--- src/rtl/ov_power_seq_if.sv ---
// Signal bundle between the camera power sequencer and its surroundings:
// the sensor pins, the SCCB configuration handshake and the status lines.
interface ov_power_seq_if;
  logic       restart_i;
  logic       cfg_done_i;
  logic       cfg_err_i;
  logic       cam_pwdn_o;
  logic       cam_rst_n_o;
  logic       cfg_start_o;
  logic       ready_o;
  logic       fail_o;
  logic [2:0] retry_o;
  logic [2:0] state_dg_o;

  modport master (
    input  restart_i,
    input  cfg_done_i,
    input  cfg_err_i,
    output cam_pwdn_o,
    output cam_rst_n_o,
    output cfg_start_o,
    output ready_o,
    output fail_o,
    output retry_o,
    output state_dg_o
  );

  modport slave (
    output restart_i,
    output cfg_done_i,
    output cfg_err_i,
    input  cam_pwdn_o,
    input  cam_rst_n_o,
    input  cfg_start_o,
    input  ready_o,
    input  fail_o,
    input  retry_o,
    input  state_dg_o
  );
endinterface

--- src/rtl/ov_power_seq.sv ---
// OV sensor power-up sequencer: timed PWDN/RESETB release, SCCB config kick-off,
// completion wait with bounded retries, and ready/fail reporting.
module ov_power_seq #(
  parameter logic [23:0] T_PWDN      = 24'd50000,
  parameter logic [23:0] T_RST       = 24'd50000,
  parameter logic [23:0] T_SETTLE    = 24'd100000,
  parameter logic [23:0] CFG_TIMEOUT = 24'd5000000,
  parameter logic [2:0]  MAX_RETRY   = 3'd3
) (
  input  logic          clk_i,
  input  logic          rst_n_i,
  ov_power_seq_if.master bus
);

  typedef enum logic [2:0] {
    PWDN     = 3'd0,
    RESET    = 3'd1,
    SETTLE   = 3'd2,
    START    = 3'd3,
    WAIT_CFG = 3'd4,
    READY    = 3'd5,
    FAIL     = 3'd6
  } state_e;

  state_e      state_q, state_d;
  logic [23:0] cnt_q, cnt_d;
  logic [2:0]  retry_q, retry_d;
  logic        cam_pwdn_q, cam_pwdn_d;
  logic        cam_rst_n_q, cam_rst_n_d;
  logic        cfg_start_q, cfg_start_d;
  logic        ready_q, ready_d;
  logic        fail_q, fail_d;

  always_ff @(posedge clk_i or negedge rst_n_i) begin
    if (!rst_n_i) begin
      state_q     <= PWDN;
      cnt_q       <= '0;
      retry_q     <= '0;
      cam_pwdn_q  <= 1'b1;
      cam_rst_n_q <= 1'b0;
      cfg_start_q <= 1'b0;
      ready_q     <= 1'b0;
      fail_q      <= 1'b0;
    end else begin
      state_q     <= state_d;
      cnt_q       <= cnt_d;
      retry_q     <= retry_d;
      cam_pwdn_q  <= cam_pwdn_d;
      cam_rst_n_q <= cam_rst_n_d;
      cfg_start_q <= cfg_start_d;
      ready_q     <= ready_d;
      fail_q      <= fail_d;
    end
  end

  // Every state change clears cnt; timed states leave on cnt == T-1 so each lasts T cycles.
  always_comb begin
    state_d = state_q;
    cnt_d   = cnt_q + 24'd1;
    retry_d = retry_q;
    case (state_q)
      PWDN: begin
        if (cnt_q == T_PWDN - 24'd1) begin
          state_d = RESET;
          cnt_d   = '0;
        end
      end
      RESET: begin
        if (cnt_q == T_RST - 24'd1) begin
          state_d = SETTLE;
          cnt_d   = '0;
        end
      end
      SETTLE: begin
        if (cnt_q == T_SETTLE - 24'd1) begin
          state_d = START;
          cnt_d   = '0;
        end
      end
      START: begin
        state_d = WAIT_CFG;
        cnt_d   = '0;
      end
      WAIT_CFG: begin
        if (bus.cfg_done_i) begin
          state_d = READY;
          cnt_d   = '0;
        end else if (bus.cfg_err_i || (cnt_q == CFG_TIMEOUT - 24'd1)) begin
          cnt_d = '0;
          if (retry_q < MAX_RETRY) begin
            retry_d = retry_q + 3'd1;
            state_d = PWDN;
          end else begin
            state_d = FAIL;
          end
        end
      end
      READY, FAIL: begin
        cnt_d = '0;
        if (bus.restart_i) begin
          state_d = PWDN;
          retry_d = '0;
        end
      end
      default: begin
        state_d = PWDN;
        cnt_d   = '0;
      end
    endcase
  end

  // Outputs are decoded from the next state so the pins move on the same edge as the state.
  always_comb begin
    cam_pwdn_d  = (state_d == PWDN);
    cam_rst_n_d = !((state_d == PWDN) || (state_d == RESET));
    cfg_start_d = (state_d == START);
    ready_d     = (state_d == READY);
    fail_d      = (state_d == FAIL);
  end

  assign bus.cam_pwdn_o  = cam_pwdn_q;
  assign bus.cam_rst_n_o = cam_rst_n_q;
  assign bus.cfg_start_o = cfg_start_q;
  assign bus.ready_o     = ready_q;
  assign bus.fail_o      = fail_q;
  assign bus.retry_o     = retry_q;
  assign bus.state_dg_o  = state_q;

endmodule

--- src/flat_wrapper.sv ---
// flat-port wrapper written by rule: the top's interface ports become plain ports
module ov_power_seq_flat 
#(
  parameter logic [23:0] T_PWDN      = 24'd50000,
  parameter logic [23:0] T_RST       = 24'd50000,
  parameter logic [23:0] T_SETTLE    = 24'd100000,
  parameter logic [23:0] CFG_TIMEOUT = 24'd5000000,
  parameter logic [2:0]  MAX_RETRY   = 3'd3
)
  (clk_i, rst_n_i, bus_restart_i, bus_cfg_done_i, bus_cfg_err_i, bus_cam_pwdn_o, bus_cam_rst_n_o, bus_cfg_start_o, bus_ready_o, bus_fail_o, bus_retry_o, bus_state_dg_o);
  ov_power_seq_if bus_i ();
  input  logic clk_i;
  input  logic rst_n_i;
  input wire logic [$bits(bus_i.restart_i)-1:0] bus_restart_i;
  input wire logic [$bits(bus_i.cfg_done_i)-1:0] bus_cfg_done_i;
  input wire logic [$bits(bus_i.cfg_err_i)-1:0] bus_cfg_err_i;
  output wire logic [$bits(bus_i.cam_pwdn_o)-1:0] bus_cam_pwdn_o;
  output wire logic [$bits(bus_i.cam_rst_n_o)-1:0] bus_cam_rst_n_o;
  output wire logic [$bits(bus_i.cfg_start_o)-1:0] bus_cfg_start_o;
  output wire logic [$bits(bus_i.ready_o)-1:0] bus_ready_o;
  output wire logic [$bits(bus_i.fail_o)-1:0] bus_fail_o;
  output wire logic [$bits(bus_i.retry_o)-1:0] bus_retry_o;
  output wire logic [$bits(bus_i.state_dg_o)-1:0] bus_state_dg_o;
  assign bus_i.restart_i = bus_restart_i;
  assign bus_i.cfg_done_i = bus_cfg_done_i;
  assign bus_i.cfg_err_i = bus_cfg_err_i;
  assign bus_cam_pwdn_o = bus_i.cam_pwdn_o;
  assign bus_cam_rst_n_o = bus_i.cam_rst_n_o;
  assign bus_cfg_start_o = bus_i.cfg_start_o;
  assign bus_ready_o = bus_i.ready_o;
  assign bus_fail_o = bus_i.fail_o;
  assign bus_retry_o = bus_i.retry_o;
  assign bus_state_dg_o = bus_i.state_dg_o;
  ov_power_seq #(.T_PWDN(T_PWDN), .T_RST(T_RST), .T_SETTLE(T_SETTLE), .CFG_TIMEOUT(CFG_TIMEOUT), .MAX_RETRY(MAX_RETRY)) u_core (.clk_i(clk_i), .rst_n_i(rst_n_i), .bus(bus_i));
endmodule
--- config.mk ---
export PLATFORM = sky130hd
export DESIGN_NAME = ov_power_seq_flat
export DESIGN_NICKNAME = d
export VERILOG_FILES = /design/src/rtl/ov_power_seq_if.sv /design/src/rtl/ov_power_seq.sv /design/src/flat_wrapper.sv
export SDC_FILE = /design/constraint.sdc
export NUM_CORES = 1
export LEC_CHECK = 0
export BUFFER_PORTS_ARGS = -buffer_cell sky130_fd_sc_hd__buf_4
export CORE_MARGIN = 1.5
export CORE_UTILIZATION = 58
export DETAILED_ROUTE_END_ITERATION = 16
export GPL_TIMING_DRIVEN = 0
export PLACE_DENSITY = 0.79
export SLEW_MARGIN = 0
export SYNTH_ARGS = -nofsm -noshare
export SYNTH_HDL_FRONTEND = slang
export SYNTH_SLANG_ARGS = --single-unit
--- constraint.sdc ---
create_clock -name clk_i -period 2.8 [get_ports clk_i]
set_input_delay 0.28 -clock clk_i [delete_from_list [all_inputs] [get_ports clk_i]]
set_output_delay 0.28 -clock clk_i [all_outputs]
set_load 0.005 [all_outputs]
==> impl_metrics.env <==
export IMPL_status="completed"
export IMPL_finClkSkew_ns=0.00748
export IMPL_powerDensity_mw_per_mm2=706
export IMPL_nets=209
export IMPL_track_usage_pct=24.2
export IMPL_worstSetupEndpointType="flop"
export IMPL_die_y_um=58.5
export IMPL_hold_violations=0
export IMPL_first_pass_iters=4
export IMPL_cts_clk_slew_worst_paths_ns=0.10
export IMPL_wire_per_inst_um=15.1
export IMPL_ir_worst_vdd_mv=0.693
export IMPL_num_antenna_cells=0
export IMPL_maxSlewHeadroom_pct=62.5
export IMPL_ys_ff_latch=35
export IMPL_fillers=221
export IMPL_syn_inst=179
export IMPL_p_total_mw=1.41
export IMPL_clockRootBuffer="clkbuf_4"
export IMPL_required_ns=3.03
export IMPL_antenna_found_initial=0
export IMPL_htreeDepth=2
export IMPL_tns_ns=0
export IMPL_clock_latency_ns=0.34
export IMPL_drt_iter0_markers=80
export IMPL_synth_top_cell_by_area="dfrtp_1"
export IMPL_synthTopCellsByArea="dfrtp_1, nor2_1, xor2_1, xnor2_1, nand2_1"
export IMPL_syn_nets=186
export IMPL_finalSetupViolCount=0
export IMPL_die_area_mm2=0.00342
export IMPL_cts_resized=0
export IMPL_final_core_util_pct=70.6
export IMPL_drc=0
export IMPL_rsz0062_at_grt="false"
export IMPL_min_period_ns=2.35
export IMPL_worstPathMaxFanout=10
export IMPL_cap_violations=0
export IMPL_grt_max_degree=36
export IMPL_clock_sinks=35
export IMPL_vias_per_cell=5.85
export IMPL_max_freq_mhz=426
export IMPL_critical_path_class="reg2reg"
export IMPL_finalMaxSlewViolations=0
export IMPL_gp_congestion=0.956
export IMPL_dpl_hpwl_um=2500
export IMPL_grt_pass1_vias=1238
export IMPL_min_path_type="in2reg"
export IMPL_yosysWarnings=0
export IMPL_io_buffers=15
export IMPL_synth_main_ff_cell="dfrtp_1"
export IMPL_drtAntennaViolNets=0
export IMPL_drive_gt1_share_pct=16.3
export IMPL_startpoint_type="flop"
export IMPL_layout_cells_non_filler=234
export IMPL_std_cell_rows=19
export IMPL_arrival_ns=2.58
export IMPL_ys_types=37
export IMPL_fin_crit_sh_pct=83.8
export IMPL_core_area_mm2=0.00283
export IMPL_power_leakage_nw=0.912
export IMPL_cts_buffers=5
export IMPL_dp_cells=225
export IMPL_ys_seq_area_share_pct=49.1
export IMPL_cts_tree="yes"
export IMPL_synth_enable_flop_cells=0
export IMPL_overflow=0
export IMPL_die_x_um=58.5
export IMPL_async_flop_share_pct=100
export IMPL_initial_utilization_pct=63.2
export IMPL_ios=16
export IMPL_synth_top_area_share_pct=47.6
export IMPL_syn_to_final_growth_pct=11.8
export IMPL_clockBufferDepth=2
export IMPL_grt_pass1_wl_um=6040
export IMPL_tightest_slew_ns=0.558
export IMPL_vias=1368
export IMPL_wl_um=3530
export IMPL_syn_area_mm2=0.00179
export IMPL_postSynthAreaPerCell_um2=9.98
## logic make-up (layout without fill, tap and decap cells)
kind of cell | Yosys count | after routing | synth area share, %
simple gates | 96 | 96 | 28.0
xor+xnor | 24 | 24 | 11.8
flops | 35 | 35 | 49.1
mux | 3 | 3 | 1.89
compound gates | 11 | 11 | 5.25
buf+inv | 8 | 32 | 2.59
fa+ha+maj | 2 | 2 | 1.40
## layout by cell type (no fill, tap or decap), drive strengths merged
| cell | netlist | routed |
|---|---|---|
| or4b | 2 | 2 |
| nor2 | 35 | 35 |
| nor2b | 2 | 2 |
| nor3 | 11 | 11 |
| nor4bb | 1 | 1 |
| a41o | 1 | 1 |
| dlygate4sd3 | 0 | 1 |
| inv | 4 | 4 |
| or3b | 1 | 1 |
| nand2 | 13 | 13 |
| nand2b | 4 | 4 |
| a211oi | 3 | 3 |
| nand3 | 8 | 8 |
| o31ai | 1 | 1 |
| buf | 3 | 18 |
| and3 | 3 | 3 |
| nor3b | 2 | 2 |
| xnor2 | 11 | 11 |
| clkbuf | 1 | 9 |
| dfrtp | 34 | 34 |
| ha | 2 | 2 |
| a211o | 1 | 1 |
| a21oi | 2 | 2 |
| a311oi | 1 | 1 |
| or4 | 1 | 1 |
| and2 | 2 | 2 |
| nand4 | 5 | 5 |
| and4 | 3 | 3 |
| mux2 | 3 | 3 |
| xor2 | 13 | 13 |
| o21ai | 1 | 1 |
| dfstp | 1 | 1 |
| nor4 | 3 | 3 |
| a21o | 1 | 1 |
## power by group
part | switching (mW) | internal [mW] | leakage [nW]
clock network | 0.158 | 0.100 | 0.0265
registers | 0.0881 | 0.597 | 0.472
logic | 0.249 | 0.218 | 0.413
## through the flow
stage / setup slack [ns] / hold slack [ns] / area [µm²]
2_1_floorplan: 0.751 / -0.0156 / 1790
3_3_place_gp: 0.513 / 0.242 / 1940
3_5_place_dp: 0.503 / 0.251 / 1940
4_1_cts: 0.472 / 0.242 / 2000
5_1_grt: 0.262 / 0.257 / 2000
6_report: 0.455 / 0.251 / 2000
## state kept, by name, summed over array words and instances, names as in the netlist
signal / cells
u_core.bus.state_dg_o: 3
u_core.bus.cam_rst_n_o: 1
u_core.bus.fail_o: 1
u_core.bus.ready_o: 1
u_core.cnt_q: 24
u_core.bus.cam_pwdn_o: 1
u_core.bus.retry_o: 3
u_core.bus.cfg_start_o: 1
## Yosys cell counts, types with 2 or more instances
| cell type | n |
|---|---|
| a211oi_1 | 2 |
| a21oi_1 | 2 |
| and2_1 | 2 |
| and3_1 | 3 |
| and4_1 | 3 |
| buf_6 | 2 |
| dfrtp_1 | 34 |
| ha_1 | 2 |
| inv_1 | 4 |
| mux2_2 | 3 |
| nand2_1 | 13 |
| nand2b_1 | 4 |
| nand3_1 | 8 |
| nand4_1 | 5 |
| nor2_1 | 35 |
| nor2b_1 | 2 |
| nor3_1 | 9 |
| nor3_2 | 2 |
| nor3b_1 | 2 |
| nor4_1 | 2 |
| or4b_1 | 2 |
| xnor2_1 | 11 |
| xor2_1 | 13 |
## path summary, 6_finish.rpt
kind                                  from                     to  slack (ns)  cells past startpoint
max reg2reg                u_core.cnt_q[5]       u_core.cnt_q[19]        0.45                      6
min                          bus_restart_i      u_core.bus.fail_o        0.25                      3
min reg2reg                u_core.cnt_q[0]        u_core.cnt_q[0]        0.50                      1
max                        u_core.cnt_q[5]       u_core.cnt_q[19]        0.45                      6
max in group asynchronous          rst_n_i  u_core.bus.cam_pwdn_o        2.05                      2
min in group asynchronous          rst_n_i       u_core.cnt_q[22]        0.42                      2
## timing repair
action / in CTS / in global routing
hold buffers: 1 / 0
hold endpoints to repair: 34 / 0
setup buffers: 0 / 0
## cell type report
cell class / count / area [µm²] / area share (%)
plain buffers: 4 / 31.3 / 1.57
clock buffers: 8 / 48.8 / 2.44
inverters: 4 / 15.0 / 0.752
multi-input cells: 136 / 863 / 43.2
flip-flops and latches: 35 / 877 / 43.9
well taps: 31 / 38.8 / 1.94
repair buffers: 16 / 123 / 6.14
## critical path, cell delays in order, from the launching register on
cell and delay [ns]:
dfrtp_1 0.46, or4b_1 0.55, nor4_2 0.19, nand4_1 0.27, a211oi_4 0.50, buf_6 0.21
nor2_1 0.06
## metal layers
layer | share of wire [%] | wire length, µm | global-route usage (%) | vias to the layer above
met5 | 0 | 0 | 0 | -
li1 | - | - | - | 664
met4 | 2.1 | 73 | 10.3 | 0
met1 | 46 | 1640 | 34.2 | 652
met2 | 46 | 1610 | 34.2 | 43
met3 | 5.9 | 209 | 7.69 | 9
Power figures use the tool's default switching activity.
